File: src/rtl/uart_rx_ext.sv
`default_nettype none
// ============================================================================
//  Module   : uart_rx_ext
//  Purpose  : Parametrised oversampling UART receiver with parity, framing
//             and optional line-break detection (UART_RX_BREAK_DET_EN).
//  Revision : 1.0  initial release
// ============================================================================
module uart_rx_ext #(
  parameter int DATA_BITS   = 8,
  parameter int OVERSAMPLE  = 16,
  parameter int PARITY_MODE = 0,
  parameter int STOP_BITS   = 1
) (
  input  logic                 clk,
  input  logic                 reset,
  input  logic                 s_tick,
  input  logic                 rx,
  output logic [DATA_BITS-1:0] rx_data,
  output logic                 rx_done_tick,
  output logic                 parity_err,
  output logic                 frame_err,
  output logic                 break_det
);

  localparam int SW = $clog2(OVERSAMPLE);
  localparam int BW = $clog2(DATA_BITS + 1);

  localparam logic [SW-1:0] HALF_M1    = SW'(OVERSAMPLE / 2 - 1);
  localparam logic [SW-1:0] FULL_M1    = SW'(OVERSAMPLE - 1);
  localparam logic [BW-1:0] LAST_BIT   = BW'(DATA_BITS - 1);
  localparam logic          STOP_LAST  = (STOP_BITS == 2);
  localparam logic          HAS_PARITY = (PARITY_MODE != 0);
  localparam logic          ODD_PARITY = (PARITY_MODE == 2);

  localparam logic [2:0] S_IDLE     = 3'd0;
  localparam logic [2:0] S_START    = 3'd1;
  localparam logic [2:0] S_DATA     = 3'd2;
  localparam logic [2:0] S_PARITY   = 3'd3;
  localparam logic [2:0] S_STOP     = 3'd4;
`ifdef UART_RX_BREAK_DET_EN
  localparam logic [2:0] S_BRK_WAIT = 3'd5;
`endif

  logic                 rx_meta;
  logic                 rxs;
  logic [2:0]           state;
  logic [2:0]           state_next;
  logic [SW-1:0]        sample_cnt;
  logic [BW-1:0]        bit_cnt;
  logic                 stop_cnt;
  logic [DATA_BITS-1:0] shreg;
  logic                 par_acc;
  logic                 frm_acc;

  logic at_half;
  logic at_full;
  logic last_bit;
  logic last_stop;
  logic brk_frame;

  logic cnt_clear;
  logic cnt_step;
  logic frame_start;
  logic shift_en;
  logic par_en;
  logic stop_en;
  logic frame_end;

  assign at_half   = (sample_cnt == HALF_M1);
  assign at_full   = (sample_cnt == FULL_M1);
  assign last_bit  = (bit_cnt == LAST_BIT);
  assign last_stop = (stop_cnt == STOP_LAST);

  // Two-flop synchroniser; idles high so reset never looks like a start bit
  always_ff @(posedge clk or posedge reset) begin
    if (reset) begin
      rx_meta <= 1'b1;
      rxs     <= 1'b1;
    end else begin
      rx_meta <= rx;
      rxs     <= rx_meta;
    end
  end

  always_ff @(posedge clk or posedge reset) begin
    if (reset) state <= S_IDLE;
    else       state <= state_next;
  end

  always_comb begin
    state_next = state;
    case (state)
      S_IDLE:   if (!rxs) state_next = S_START;
      S_START:  if (s_tick && at_half) state_next = rxs ? S_IDLE : S_DATA;
      S_DATA:   if (s_tick && at_full && last_bit)
                  state_next = HAS_PARITY ? S_PARITY : S_STOP;
      S_PARITY: if (s_tick && at_full) state_next = S_STOP;
      S_STOP:   if (s_tick && at_full && last_stop) begin
`ifdef UART_RX_BREAK_DET_EN
                  state_next = brk_frame ? S_BRK_WAIT : S_IDLE;
`else
                  state_next = S_IDLE;
`endif
                end
`ifdef UART_RX_BREAK_DET_EN
      S_BRK_WAIT: if (rxs) state_next = S_IDLE;
`endif
      default:  state_next = S_IDLE;
    endcase
  end

  always_comb begin
    cnt_clear   = 1'b0;
    cnt_step    = 1'b0;
    frame_start = 1'b0;
    shift_en    = 1'b0;
    par_en      = 1'b0;
    stop_en     = 1'b0;
    frame_end   = 1'b0;
    case (state)
      S_IDLE: cnt_clear = 1'b1;
      S_START: begin
        if (s_tick) begin
          if (at_half) begin
            cnt_clear   = 1'b1;
            frame_start = !rxs;
          end else begin
            cnt_step = 1'b1;
          end
        end
      end
      S_DATA, S_PARITY, S_STOP: begin
        if (s_tick) begin
          if (at_full) begin
            cnt_clear = 1'b1;
            shift_en  = (state == S_DATA);
            par_en    = (state == S_PARITY);
            stop_en   = (state == S_STOP);
            frame_end = (state == S_STOP) && last_stop;
          end else begin
            cnt_step = 1'b1;
          end
        end
      end
      default: cnt_clear = 1'b1;
    endcase
  end

  always_ff @(posedge clk or posedge reset) begin
    if (reset) begin
      sample_cnt   <= '0;
      bit_cnt      <= '0;
      stop_cnt     <= 1'b0;
      shreg        <= '0;
      par_acc      <= 1'b0;
      frm_acc      <= 1'b0;
      rx_data      <= '0;
      rx_done_tick <= 1'b0;
      parity_err   <= 1'b0;
      frame_err    <= 1'b0;
    end else begin
      rx_done_tick <= frame_end;
      if (cnt_clear)     sample_cnt <= '0;
      else if (cnt_step) sample_cnt <= sample_cnt + 1'b1;
      if (frame_start) begin
        bit_cnt  <= '0;
        stop_cnt <= 1'b0;
        par_acc  <= 1'b0;
        frm_acc  <= 1'b0;
      end
      // Right shift: first bit on the line ends up in the LSB
      if (shift_en) begin
        shreg   <= {rxs, shreg[DATA_BITS-1:1]};
        bit_cnt <= bit_cnt + 1'b1;
      end
      if (par_en) par_acc <= (^shreg) ^ rxs ^ ODD_PARITY;
      if (stop_en) begin
        stop_cnt <= stop_cnt + 1'b1;
        if (!rxs) frm_acc <= 1'b1;
      end
      if (frame_end) begin
        rx_data    <= shreg;
        parity_err <= par_acc;
        frame_err  <= frm_acc | ~rxs;
      end
    end
  end

`ifdef UART_RX_BREAK_DET_EN
  logic par_bit;
  logic stop_one;

  // Break: every bit of the frame, stop bits included, sampled low
  assign brk_frame = (shreg == '0) && !par_bit && !stop_one && !rxs;

  always_ff @(posedge clk or posedge reset) begin
    if (reset) begin
      par_bit   <= 1'b0;
      stop_one  <= 1'b0;
      break_det <= 1'b0;
    end else begin
      break_det <= frame_end && brk_frame;
      if (frame_start) begin
        par_bit  <= 1'b0;
        stop_one <= 1'b0;
      end
      if (par_en) par_bit <= rxs;
      if (stop_en && rxs) stop_one <= 1'b1;
    end
  end
`else
  assign brk_frame = 1'b0;
  assign break_det = 1'b0;
`endif

endmodule
`default_nettype wire

File: config.mk
export PLATFORM = sky130hd
export DESIGN_NAME = uart_rx_ext
export DESIGN_NICKNAME = d
export VERILOG_FILES = /design/src/rtl/uart_rx_ext.sv
export SDC_FILE = /design/constraint.sdc
export NUM_CORES = 1
export LEC_CHECK = 0
export ABC_AREA = 1
export BUFFER_PORTS_ARGS = -buffer_cell sky130_fd_sc_hd__buf_2
export CORE_AREA = 3 3 59 75
export DETAILED_ROUTE_END_ITERATION = 8
export DIE_AREA = 0 0 62 78
export GPL_TIMING_DRIVEN = 0
export HOLD_SLACK_MARGIN = 0.05
export PLACE_DENSITY = 0.69
export SLEW_MARGIN = 40
export SYNTH_ARGS = -nofsm -noshare
export SYNTH_HDL_FRONTEND = slang
export SYNTH_SLANG_ARGS = --single-unit
export TNS_END_PERCENT = 20
File: constraint.sdc
create_clock -name clk -period 1.3 [get_ports clk]
set_input_delay 0.26 -clock clk [delete_from_list [all_inputs] [get_ports clk]]
set_output_delay 0.26 -clock clk [all_outputs]
set_load 0.005 [all_outputs]
# Yosys cells after proc, flatten, opt, wreduce, memory -nomap -nowiden
# Index checks and enable logic that the tools add are counted.
dict set report word_totals {
  regBits 35
  elab_cells 88
}
dict set report classes {
  n_addsub 3
  n_eq_ne 12
  mux 42
  bitwise_logic 4
  reduce_logical 14
}
# op count
set ops {}
lappend ops {{1-bit 2-to-1 mux} 29}
lappend ops {{4-bit 2-to-1 mux} 4}
lappend ops {{3-bit 2-to-1 mux} 5}
lappend ops {{3-bit one-hot mux with 5 select lines} 1}
lappend ops {{2-bit != test (second input constant)} 5}
lappend ops {{4-bit by 1-bit adder with 4-bit output (second input constant)} 2}
lappend ops {{4-bit by 3-bit == test with 1-bit output (second input constant)} 2}
lappend ops {{2-bit nonzero test} 4}
lappend ops {{8-bit XOR reduction} 1}
lappend ops {{3-bit by 2-bit == test with 1-bit output (second input constant)} 2}
lappend ops {{1-bit logical AND} 5}
lappend ops {{5-bit AND reduction} 1}
lappend ops {{4-bit == test (second input constant)} 1}
lappend ops {{1-bit one-hot mux with 2 select lines} 2}
lappend ops {{3-bit by 1-bit == test with 1-bit output (second input constant)} 1}
lappend ops {{3-bit == test (second input constant)} 1}
lappend ops {{3-bit zero test} 1}
lappend ops {{3-bit OR reduction} 1}
lappend ops {{2-bit 2-to-1 mux} 1}
lappend ops {{1-bit NOT} 2}
lappend ops {{1-bit adder (second input constant)} 1}
lappend ops {{1-bit zero test} 1}
lappend ops {{1-bit OR} 1}
lappend ops {{1-bit bitwise XOR} 1}

# Depth between registers and ports, before layout
dict set report depth {
  depth_word 7
  depth_mapped 11
}

# Worst setup path after synthesis
# Ideal clock, no wire load.
dict set report synth_timing {
  path_type {register to register}
  startpoint {reg sample_cnt[0]}
  endpoint {reg frame_err}
  arrival_ns 1.292
  t_required_ns 1.179
  path_slack_ns -0.113
  path_stages_with_launch 12
  n_path_buf 1
  synth_period_minus_slack_ns 1.413
  cell_sequence {dfrtp_1 -> ha_1 -> nand2_1 -> inv_2 -> nand2_2 -> nor2_4 -> nand2_2 -> nor2_4 -> inv_2 -> buf_6 -> nand2_2 -> o21ai_2}
}
dict set report synth_between {
  elab_chain_cells 4
}
# element line
set synth_lines {}
lappend synth_lines {{start, declared} 48} ;# logic [SW-1:0] sample_cnt;
lappend synth_lines {{start signal, assigned} 164} ;# else if (cnt_step) sample_cnt <= sample_cnt + 1'b1;
lappend synth_lines {{4-bit == test} 70} ;# assign at_full = (sample_cnt == FULL_M1);
lappend synth_lines {{1-bit 2-to-1 mux} 134} ;# if (at_full) begin
lappend synth_lines {{1-bit 2-to-1 mux} 133} ;# if (s_tick) begin
lappend synth_lines {{1-bit 2-to-1 mux} 120} ;# case (state)
lappend synth_lines {{net frame_end} 67} ;# logic frame_end;
lappend synth_lines {{end signal, assigned} 184} ;# frame_err <= frm_acc | ~rxs;
lappend synth_lines {{end, declared} 21} ;# output logic frame_err,
# The timed path passes the listed nets, and every way through them passes these cells.
# A chain may end at the register's enable or synchronous reset.

# Final worst setup path
dict set report layout_timing {
  startpoint {reg sample_cnt[1]}
  endpoint {reg rx_data[5]}
}
dict set report layout_between {
  elab_chain_cells 4
}
# element line
set layout_lines {}
lappend layout_lines {{4-bit == test} 70}
lappend layout_lines {{1-bit 2-to-1 mux} 134}
lappend layout_lines {{1-bit 2-to-1 mux} 133}
lappend layout_lines {{1-bit 2-to-1 mux} 120}
lappend layout_lines {{net frame_end} 67}
lappend layout_lines {{end signal, assigned} 182} ;# rx_data <= shreg;
lappend layout_lines {{end, declared} 18} ;# output logic [DATA_BITS-1:0] rx_data,
# The timed path passes the listed nets, and every way through them passes these cells.

==> impl_metrics.yaml <==
job:
  drv_cap: 0
worst_setup_path:
  path_max_fanout: 10
  cp_slowest_cell: "dfrtp_1"
  critical_path_class: "reg2reg"
  cp_data_required_time_ns: 1.47
  crit_top_cell: "nand2_2"
  end_kind: "flop"
  crit_path_cell_trace: "ha_2, nand2_2, inv_2, nand2_4, nor2_4, nand2_2, nor2_4, inv_2, buf_12, nand2_2, o21ai_2"
  slowest_delay_ns: 0.36
  arrival_ns: 1.66
  start_kind: "flop"
detailed_routing:
  via_per_inst: 4.82
  drtAntennaViolNets: 0
  drt-wirelength-per-cell_um: 11.3
  drt-total-wl_mm: 3.53
  vias: 1498
  drtIter0Drc: 64
  post-route-drc-count: 0
  drt_first_pass_iters: 4
synthesis:
  synth-seq-cells: 35
  ys_top_cells_by_area: "dfrtp_1 (44%), nand2_1 (15%), inv_1 (4.6%)"
  synth_area_um2: 1870
  syn_inst: 230
  yosys.area.top_type: "dfrtp_1"
  yosysUniqueCellTypes: 27
  ys_warn_count: 0
  synth_edf_count: 0
  synth_seq_area_share_pct: 47.1
  synth_nets: 236
  syn_avg_cell_area_um2: 8.12
  ys.flop_type: "dfrtp_1"
  synthArstFlopShare_pct: 100
  netlist.area_leader.share_pct: 44.2
power_and_ir_drop:
  switching_share_pct: 32.4
  p_clk_share_pct: 26.8
  p_seq_share_pct: 48.4
  powerDensity_nw_per_um2: 1270
  ir_drop_mv: 0.676
  p_switching_uw: 895
  p_leak_nw: 1.18
  combinationalPowerShare_pct: 24.8
  power_mw: 2.76
  p_int_mw: 1.86
clock_network:
  numCtsBuffers: 5
  htreeDepth: 2
  cts_root_buf: "clkbuf_8"
  clk_latency_ns: 0.29
  cts_tree: "yes"
  cts_buffer_depth: 2
  cts.sinks: 35
  clk_pin_slew_worst_paths_ns: 0.07
timing:
  hold_violations: 0
  setup_viol: 29
  maxSlewHeadroom_pct: 60.0
  worst_pin_slew_ns: 0.599
  period_share_pct: 115
  drv_slew: 0
  hold-worst-slack_ns: 0.0123
  fin_skew_ns: 0.00614
  fin_crit_ns: 1.49
  clock.fmax_mhz: 671
  finalSetupTns_ns: -4.21
  grt_setup_unrepaired: "yes"
  layout_setup_ws_ns: -0.191
grt:
  grt_max_degree: 36
  grt_pass1_wl_mm: 5.98
  grt_pass1_vias: 1401
  track_usage_pct: 16.8
  antenna_found_initial: 0
  overflow: 0
status:
  status: "complete, but fails checks"
  failed_checks: "setup timing"
floorplan:
  die_h_um: 78
  die_area_um2: 4840
  fp.dieW_um: 62
  rows: 25
  initial_utilization_pct: 49.3
  io_pins: 16
  core-area_um2: 3780
placed_design:
  dp_hpwl_mm: 2.46
  finalWeightedCongestion: 0.820
  postPlaceCellArea_um2: 2000
  io_buffers: 14
layout:
  fin_nets: 262
  nFillCells: 372
  mostFrequentLayoutCells: "nand2_1 (73), dfrtp_1 (31), inv_1 (22)"
  final_common_cell: "nand2_1"
  drive_gt1_share_pct: 31.1
  area_growth_pct: 16.8
  final_area_um2: 2180
  post-route-util_pct: 57.6
  num_antenna_cells: 0
worst_hold_path:
  holdCritPathClass: "in2async"
## worst paths after layout
kind	startpoint	endpoint	slack (ns)	cells past startpoint
worst max-delay path	sample_cnt[1]	rx_data[5]	-0.19	11
worst min-delay path	reset	rx_done_tick	0.01	2
worst max register to register	sample_cnt[1]	rx_data[5]	-0.19	11
worst min register to register	rx_meta	rxs	0.35	0
max in group asynchronous	reset	state[2]	0.87	2
min in group clk	rx	rx_meta	0.07	1
## cell type report
cell class | count | area [µm²] | area share, %
inverters | 32 | 121 | 5.57
multi-input cells | 158 | 860 | 39.4
well taps | 54 | 67.6 | 3.10
flip-flops and latches | 35 | 881 | 40.4
clock buffers | 8 | 80.1 | 3.67
plain buffers | 5 | 65.1 | 2.99
repair buffers | 19 | 105 | 4.82
## worst max-delay path: cells and delay by family (launching register included)
kind / cells / cell delay [ns]
AO/OA/AOI/OAI: 1 / 0.04
adder cells (fa/ha/maj): 1 / 0.19
flip-flops: 1 / 0.36
AND/OR/NAND/NOR: 6 / 0.50
buffers and inverters: 3 / 0.28
## layer usage
layer / up-vias / global-route usage [%] / wire length (µm)
met3: 7 / 3.99 / 100
li1: 776 / - / -
met1: 699 / 20.2 / 1590
met2: 16 / 26.7 / 1750
met5: - / 0 / 0
met4: 0 / 8.92 / 85
## power groups by stage
stage / clock, mW / sequential (mW) / combinational (mW)
2_1_floorplan: 0 / 1.33 / 0.505
3_3_place_gp: 0 / 1.35 / 0.591
3_5_place_dp: 0 / 1.35 / 0.604
4_1_cts: 0.769 / 1.33 / 0.677
5_1_grt: 0.800 / 1.36 / 0.782
6_report: 0.740 / 1.34 / 0.684
## flip-flops by register name (all words and copies together) (netlist names)
name          cells
rx_data           8
shreg             8
bit_cnt           4
sample_cnt        4
state             3
frame_err         1
frm_acc           1
par_acc           1
parity_err        1
rx_done_tick      1
rx_meta           1
rxs               1
stop_cnt          1
## cells by family after synthesis
| logic type | after synthesis | synth area share (%) |
|---|---|---|
| buffers and inverters | 37 | 8.91 |
| other | 1 | 0.201 |
| adders and majority gates | 2 | 1.34 |
| DFF | 35 | 47.1 |
| and+or+nand+nor | 122 | 30.6 |
| AOI/OAI and AO/OA | 30 | 10.5 |
| xor gates and xnor gates | 3 | 1.41 |
## repair_timing
action,CTS,global route
gates cloned,1,0
pin swaps,2,2
buffers inserted,4,0
hold endpoints to repair,0,0
hold buffers,0,0
gates resized for setup,13,6
setup endpoints to repair,32,33
## stage by stage
stage                     cells  setup WS [ns]
final                       311         -0.191
after detailed placement    298         -0.247
after floorplan             230         -0.113
after global routing        311         -0.298
after CTS                   311         -0.175
after global placement      298         -0.246
## synthesized netlist by cell type (2+ instances only)
library cell / number
nand2_1: 75
dfrtp_1: 33
inv_1: 23
nand2_2: 13
nand3_1: 11
nor2_1: 10
o21ai_0: 10
inv_2: 9
o21ai_2: 9
o21ai_1: 7
nand3_2: 4
buf_6: 3
nand4_1: 3
a21oi_1: 2
dfstp_2: 2
ha_1: 2
nor2_2: 2
nor2_4: 2
xor2_1: 2
Power figures use the tool's default switching activity.
